$ cat config.mk
export PLATFORM = sky130hd
export DESIGN_NAME = tlc_monitor_flat
export DESIGN_NICKNAME = d
export VERILOG_FILES = /design/src/rtl/tlc_pkg.sv /design/src/rtl/tlc_monitor_if.sv /design/src/rtl/tlc_light_decode.sv /design/src/rtl/tlc_monitor.sv /design/src/flat_wrapper.sv
export SDC_FILE = /design/constraint.sdc
export NUM_CORES = 1
export LEC_CHECK = 0
export CAP_MARGIN = 25
export CORE_ASPECT_RATIO = 0.8
export CORE_MARGIN = 2
export CORE_UTILIZATION = 52
export DETAILED_ROUTE_END_ITERATION = 10
export PLACE_DENSITY = 0.8
export SYNTH_ARGS = -nofsm -noshare
export SYNTH_HDL_FRONTEND = slang
export SYNTH_SLANG_ARGS = --single-unit
$ cat constraint.sdc
create_clock -name clk -period 3.92 [get_ports clk]
set_input_delay 0.784 -clock clk [delete_from_list [all_inputs] [get_ports clk]]
set_output_delay 0.784 -clock clk [all_outputs]
set_load 0.03 [all_outputs]
$ cat src/rtl/tlc_pkg.sv
// Shared lamp codes, phase/sample/state enums and phase helpers for the
// traffic-light controller monitor.
package tlc_pkg;

    localparam logic [2:0] GREEN  = 3'b100;
    localparam logic [2:0] YELLOW = 3'b010;
    localparam logic [2:0] RED    = 3'b001;

    typedef enum logic [1:0] {
        PH_EWG = 2'd0,
        PH_EWY = 2'd1,
        PH_NSG = 2'd2,
        PH_NSY = 2'd3
    } phase_t;

    typedef enum logic [2:0] {
        S_P0,
        S_P1,
        S_P2,
        S_P3,
        S_ALLRED,
        S_CONFLICT,
        S_BADCODE
    } sample_t;

    typedef enum logic [1:0] {
        SYNC,
        TRACK,
        REDHOLD
    } state_t;

    function automatic phase_t next_phase(input phase_t p);
        logic [1:0] n;
        n = p + 2'd1;
        return phase_t'(n);
    endfunction

    function automatic phase_t sample_phase(input sample_t s);
        phase_t p;
        case (s)
            S_P1:    p = PH_EWY;
            S_P2:    p = PH_NSG;
            S_P3:    p = PH_NSY;
            default: p = PH_EWG;
        endcase
        return p;
    endfunction

endpackage

$ cat src/rtl/tlc_monitor_if.sv
// Lamp observation inputs and monitor status outputs bundled as one port.
interface tlc_monitor_if #(
    parameter int CNT_W = 8
);
    logic             en;
    logic [2:0]       EW;
    logic [2:0]       NS;
    logic [1:0]       phase;
    logic             phase_valid;
    logic             err_code;
    logic             err_conflict;
    logic             err_seq;
    logic             err_dwell;
    logic             err_sticky;
    logic [CNT_W-1:0] err_count;
    logic [CNT_W-1:0] cycle_count;

    modport master (
        output en, EW, NS,
        input  phase, phase_valid, err_code, err_conflict, err_seq, err_dwell,
               err_sticky, err_count, cycle_count
    );

    modport slave (
        input  en, EW, NS,
        output phase, phase_valid, err_code, err_conflict, err_seq, err_dwell,
               err_sticky, err_count, cycle_count
    );
endinterface

$ cat src/rtl/tlc_light_decode.sv
// Classifies one (EW, NS) lamp observation into a sample class.
module tlc_light_decode
    import tlc_pkg::*;
(
    input  logic [2:0] EW,
    input  logic [2:0] NS,
    output sample_t    cls
);

    logic ew_ok;
    logic ns_ok;

    always_comb begin
        ew_ok = (EW == GREEN) || (EW == YELLOW) || (EW == RED);
        ns_ok = (NS == GREEN) || (NS == YELLOW) || (NS == RED);
        cls   = S_BADCODE;
        // Conflict needs both codes one-hot, so it naturally wins over BADCODE.
        if (ew_ok && ns_ok) begin
            if (EW != RED && NS != RED) cls = S_CONFLICT;
            else if (EW == GREEN)       cls = S_P0;
            else if (EW == YELLOW)      cls = S_P1;
            else if (NS == GREEN)       cls = S_P2;
            else if (NS == YELLOW)      cls = S_P3;
            else                        cls = S_ALLRED;
        end
    end

endmodule

$ cat src/rtl/tlc_monitor.sv
// Traffic-light sequence monitor: tracks phase order and dwell times and
// reports registered error pulses, a sticky error flag and counters.
module tlc_monitor
    import tlc_pkg::*;
#(
    parameter int MIN_DWELL = 1,
    parameter int MAX_DWELL = 1,
    parameter int CNT_W     = 8
) (
    input  logic         clk,
    input  logic         rst,
    tlc_monitor_if.slave bus
);

    localparam int DW_W = $clog2(MAX_DWELL + 2);
    localparam logic [DW_W-1:0] MIN_D = DW_W'(MIN_DWELL);
    localparam logic [DW_W-1:0] MAX_D = DW_W'(MAX_DWELL);
    localparam logic [DW_W-1:0] ONE_D = DW_W'(1);

    sample_t          cls;
    logic             is_phase;
    phase_t           cls_ph;

    state_t           state_q, state_d;
    phase_t           phase_q, phase_d;
    logic             valid_q, valid_d;
    logic [DW_W-1:0]  dwell_q, dwell_d;
    logic             code_q, code_d;
    logic             conf_q, conf_d;
    logic             seq_q, seq_d;
    logic             dwe_q, dwe_d;
    logic             cyc_inc;
    logic             any_err;
    logic             sticky_q;
    logic [CNT_W-1:0] ecnt_q;
    logic [CNT_W-1:0] ccnt_q;

    tlc_light_decode u_decode (
        .EW  (bus.EW),
        .NS  (bus.NS),
        .cls (cls)
    );

    assign is_phase = (cls == S_P0) || (cls == S_P1) || (cls == S_P2) || (cls == S_P3);
    assign cls_ph   = sample_phase(cls);

    always_comb begin
        state_d = state_q;
        phase_d = phase_q;
        valid_d = valid_q;
        dwell_d = dwell_q;
        code_d  = 1'b0;
        conf_d  = 1'b0;
        seq_d   = 1'b0;
        dwe_d   = 1'b0;
        cyc_inc = 1'b0;
        if (!bus.en) begin
            state_d = SYNC;
            valid_d = 1'b0;
            dwell_d = '0;
        end else if (cls == S_CONFLICT || cls == S_BADCODE) begin
            conf_d  = (cls == S_CONFLICT);
            code_d  = (cls == S_BADCODE);
            state_d = SYNC;
            valid_d = 1'b0;
            dwell_d = '0;
        end else begin
            case (state_q)
                SYNC: begin
                    if (is_phase) begin
                        state_d = TRACK;
                        phase_d = cls_ph;
                        valid_d = 1'b1;
                        dwell_d = ONE_D;
                    end else begin
                        state_d = REDHOLD;
                        valid_d = 1'b0;
                        dwell_d = '0;
                    end
                end
                TRACK: begin
                    if (!is_phase) begin
                        state_d = REDHOLD;
                        valid_d = 1'b0;
                        dwe_d   = (dwell_q < MIN_D);
                        dwell_d = '0;
                    end else if (cls_ph == phase_q) begin
                        // Dwell stops at MAX+1 so the overrun pulses only once.
                        if (dwell_q <= MAX_D) begin
                            dwell_d = dwell_q + ONE_D;
                            dwe_d   = (dwell_q == MAX_D);
                        end
                    end else if (cls_ph == next_phase(phase_q)) begin
                        dwe_d   = (dwell_q < MIN_D);
                        cyc_inc = (phase_q == PH_NSY);
                        phase_d = cls_ph;
                        dwell_d = ONE_D;
                    end else begin
                        seq_d   = 1'b1;
                        phase_d = cls_ph;
                        dwell_d = ONE_D;
                    end
                end
                REDHOLD: begin
                    if (is_phase) begin
                        state_d = TRACK;
                        phase_d = cls_ph;
                        valid_d = 1'b1;
                        dwell_d = ONE_D;
                        seq_d   = (cls == S_P1) || (cls == S_P3);
                    end
                end
                default: begin
                    state_d = SYNC;
                    valid_d = 1'b0;
                    dwell_d = '0;
                end
            endcase
        end
    end

    assign any_err = code_d | conf_d | seq_d | dwe_d;

    always_ff @(posedge clk) begin
        if (!rst) begin
            state_q  <= SYNC;
            phase_q  <= PH_EWG;
            valid_q  <= 1'b0;
            dwell_q  <= '0;
            code_q   <= 1'b0;
            conf_q   <= 1'b0;
            seq_q    <= 1'b0;
            dwe_q    <= 1'b0;
            sticky_q <= 1'b0;
            ecnt_q   <= '0;
            ccnt_q   <= '0;
        end else begin
            state_q <= state_d;
            phase_q <= phase_d;
            valid_q <= valid_d;
            dwell_q <= dwell_d;
            code_q  <= code_d;
            conf_q  <= conf_d;
            seq_q   <= seq_d;
            dwe_q   <= dwe_d;
            if (any_err) sticky_q <= 1'b1;
            if (any_err && ecnt_q != '1) ecnt_q <= ecnt_q + 1'b1;
            if (cyc_inc) ccnt_q <= ccnt_q + 1'b1;
        end
    end

    assign bus.phase        = phase_q;
    assign bus.phase_valid  = valid_q;
    assign bus.err_code     = code_q;
    assign bus.err_conflict = conf_q;
    assign bus.err_seq      = seq_q;
    assign bus.err_dwell    = dwe_q;
    assign bus.err_sticky   = sticky_q;
    assign bus.err_count    = ecnt_q;
    assign bus.cycle_count  = ccnt_q;

endmodule

$ cat src/flat_wrapper.sv
// flat-port wrapper written by rule: the top's interface ports become plain ports
module tlc_monitor_flat import tlc_pkg::*;
#(
    parameter int MIN_DWELL = 1,
    parameter int MAX_DWELL = 1,
    parameter int CNT_W     = 8
)
  (clk, rst, bus_en, bus_EW, bus_NS, bus_phase, bus_phase_valid, bus_err_code, bus_err_conflict, bus_err_seq, bus_err_dwell, bus_err_sticky, bus_err_count, bus_cycle_count);
  tlc_monitor_if #(.CNT_W(CNT_W)) bus_i ();
  input  logic clk;
  input  logic rst;
  input wire logic [$bits(bus_i.en)-1:0] bus_en;
  input wire logic [$bits(bus_i.EW)-1:0] bus_EW;
  input wire logic [$bits(bus_i.NS)-1:0] bus_NS;
  output wire logic [$bits(bus_i.phase)-1:0] bus_phase;
  output wire logic [$bits(bus_i.phase_valid)-1:0] bus_phase_valid;
  output wire logic [$bits(bus_i.err_code)-1:0] bus_err_code;
  output wire logic [$bits(bus_i.err_conflict)-1:0] bus_err_conflict;
  output wire logic [$bits(bus_i.err_seq)-1:0] bus_err_seq;
  output wire logic [$bits(bus_i.err_dwell)-1:0] bus_err_dwell;
  output wire logic [$bits(bus_i.err_sticky)-1:0] bus_err_sticky;
  output wire logic [$bits(bus_i.err_count)-1:0] bus_err_count;
  output wire logic [$bits(bus_i.cycle_count)-1:0] bus_cycle_count;
  assign bus_i.en = bus_en;
  assign bus_i.EW = bus_EW;
  assign bus_i.NS = bus_NS;
  assign bus_phase = bus_i.phase;
  assign bus_phase_valid = bus_i.phase_valid;
  assign bus_err_code = bus_i.err_code;
  assign bus_err_conflict = bus_i.err_conflict;
  assign bus_err_seq = bus_i.err_seq;
  assign bus_err_dwell = bus_i.err_dwell;
  assign bus_err_sticky = bus_i.err_sticky;
  assign bus_err_count = bus_i.err_count;
  assign bus_cycle_count = bus_i.cycle_count;
  tlc_monitor #(.MIN_DWELL(MIN_DWELL), .MAX_DWELL(MAX_DWELL), .CNT_W(CNT_W)) u_core (.clk(clk), .rst(rst), .bus(bus_i));
endmodule
==> run metrics <==
asr flop ratio synth 0%; CTS resizes 0; highest clock rate 289 MHz; n_diodes 0; initial antenna violation count 0; clock latency on the worst-skew pair 0.27 ns; ANT nets after route 0; CTS tree yes; Syn Nets 236; Hold Buf Count CTS 0; sequential share of the synthesized area 31.7%; final core utilization 67.8%; CP Data Arrival Time 3.63 ns; Hold EP u_core.bus.err_sticky; Starting Density 55.6%; Setup Fix Bufs, Post-CTS 0; Worst R2R End u_core.bus.err_count[7]; Boundary Pins 33; GRT Overall Usage 19.6%; met2 wire len 1550 um; Worst R2R Path Depth 10; Hold Path Depth 2; worst r2r src u_core.state_q[0]; vias in the first global route 1,383; drt pass-1 iters 4; Post-Syn Area per Cell 8.10 um^2; Syn. warnings 0; Synth top area share 31.7%; clk sinks 28; Gate power share 14.3%; Initial DRC Count 125; area leader, netlist dfxtp_1; Slew headroom 62.6%; HP Start u_core.bus.err_sticky; Hold Path Class register to register; Max-Cap Viols 0; worst-path maximum fanout 10; Slew @ Worst Pin 0.557 ns; Top Layer Used met4; TNS Setup 0 ns; outcome finished clean; DIE HEIGHT 56.1 um; Top FF cell, synth dfxtp_1; Switch Pwr 0.137 mW; # nets final 265; PwrDens 255 mW/mm^2; FP Rows 18; Met1 Wirelength 1960 um; Met3 Routed Length 204 um; Syn Inst Count 218; peak supply drop 0.000158 V; Hold Vio Cnt, Final 0; critical path type input port to register; CTS Buf Count 3; unrepaired setup endpoints after global routing no; Layout area overhead 21.9%; H-tree levels 1; multi-input combinational cell area 0.00110 mm^2; top post-synthesis cells by area dfxtp_1, ha_1, nor2_1; FF/Latch Area 561 um^2; post-synth cell types 46; leakage 0.799 nW; Netlist Area Pre-Place 0.00177 mm^2; CTS clk-pin slew, worst paths 0.09 ns; full die area 0.00388 mm^2; clock power share 32.4%; # DRC 0; sequential share of power 53.3%; final WL 3760 um; Slew Viols, Final 0; Clock Tree Buf Depth 2; synth cell count leaders dfxtp_1, nor2_1, nand2_1; count leader, synth dfxtp_1; Net Sw Frac 25.0%; Yosys reg bits 28; Worst Setup End Kind register; Post-synth EDFFs 0; PortBufs 32; Wirelength per Cell 13.1 um; period utilization 88.3%; fillers 280; Critical Path Source Type input port; fin crit period 3.46 ns; Clock Skews 0.00356 ns; clk root buf clkbuf_8; Reg2Reg Setup Slack 1.20 ns; share of cells above drive strength 1 4.47%; GP Congestion 0.871; total number of vias 1,607; Core ar. 0.00318 mm^2; largest net degree at the start of global routing 16; CP Data Required Time 4.10 ns; vias per cell 5.62; chip width 69.2 um; first-pass GRT wire length 6310 um; Post-DP HPWL 2810 um; total gr overflow 0; count of final setup violators 0; cell-internal power 0.412 mW
-- placed cells by master, fill, tap and decap left out, types with 5 or more instances in the layout --
cell	count
nand4_1	7
o21ai_0	7
mux2i_1	5
clkdlybuf4s50_1	32
xnor2_1	8
nor3_1	8
inv_1	11
ha_1	9
nand2b_1	5
nand2_1	17
xor2_1	6
a21oi_1	12
nand3_1	11
nor2_1	23
dfxtp_1	28
-- kinds of logic (layout without fill, tap and decap cells) --
group	after synthesis	in the layout	synth area share [%]
DFF	28	28	31.7
buffers and inverters	22	50	5.81
xor gates and xnor gates	14	14	6.94
muxes	5	5	2.83
and+or+nand+nor	98	98	29.7
adders and majority gates	9	9	6.37
AOI/OAI and AO/OA	42	42	16.6
-- stage by stage --
stage	setup WS (ns)	instances	hold WS, ns	total power, mW	cell area, um^2
6_report	0.460	286	0.476	0.549	2150
5_1_grt	0.253	286	0.522	0.572	2150
4_1_cts	0.500	286	0.482	0.553	2150
3_5_place_dp	0.204	282	0.460	0.378	2100
3_3_place_gp	0.301	282	0.453	0.377	2100
2_1_floorplan	0.866	218	0.467	0.352	1770
-- worst max-delay path by stage --
stage | startpoint | to | slack [ns] | depth (start not counted)
2_1_floorplan | bus_EW[2] | u_core.bus.err_count[7] | 0.87 | 10
3_3_place_gp | bus_EW[2] | u_core.bus.err_count[7] | 0.30 | 9
3_5_place_dp | bus_EW[2] | u_core.bus.err_count[7] | 0.20 | 9
4_1_cts | bus_EW[2] | u_core.bus.err_count[7] | 0.50 | 9
5_1_grt | bus_EW[2] | u_core.bus.err_count[4] | 0.25 | 9
6_report | bus_EW[2] | u_core.bus.err_count[7] | 0.46 | 9
-- worst max-delay path, stage by stage --
cell,delay (ns)
clkdlybuf4s50_1,0.55
or3b_1,0.42
or3_1,0.47
o211a_1,0.19
nor4_2,0.38
a41oi_2,0.21
a21oi_4,0.31
a31oi_1,0.13
o21a_1,0.19
-- power by group through the flow --
stage / Sequential, mW / Clock [mW] / Combinational [mW]
2_1_floorplan: 0.307 / 0 / 0.0456
3_3_place_gp: 0.299 / 0 / 0.0771
3_5_place_dp: 0.299 / 0 / 0.0780
4_1_cts: 0.293 / 0.182 / 0.0783
5_1_grt: 0.293 / 0.193 / 0.0862
6_report: 0.293 / 0.178 / 0.0785
-- sequential cells by signal, summed over array words and instances, names as in the netlist --
register and count:
u_core.bus.cycle_count 8, u_core.bus.err_code 1, u_core.bus.err_conflict 1, u_core.bus.err_count 8
u_core.bus.err_dwell 1, u_core.bus.err_seq 1, u_core.bus.err_sticky 1, u_core.bus.phase 2
u_core.bus.phase_valid 1, u_core.dwell_q 2, u_core.state_q 2
-- cell type report --
class,count,area share (%)
Clock buffer,4,2.56
Inverter,11,1.92
Multi-Input combinational cell,168,51.2
Sequential cell,28,26.0
Tap cell,40,2.32
Timing Repair Buffer,35,15.9
-- routing by layer --
metal	vias to the layer above	track usage (%)
met5	-	0
met4	0	4.76
met3	5	4.53
met2	40	29.0
met1	722	28.7
li1	840	-
Note: power is estimated with default switching activity, not from simulation.
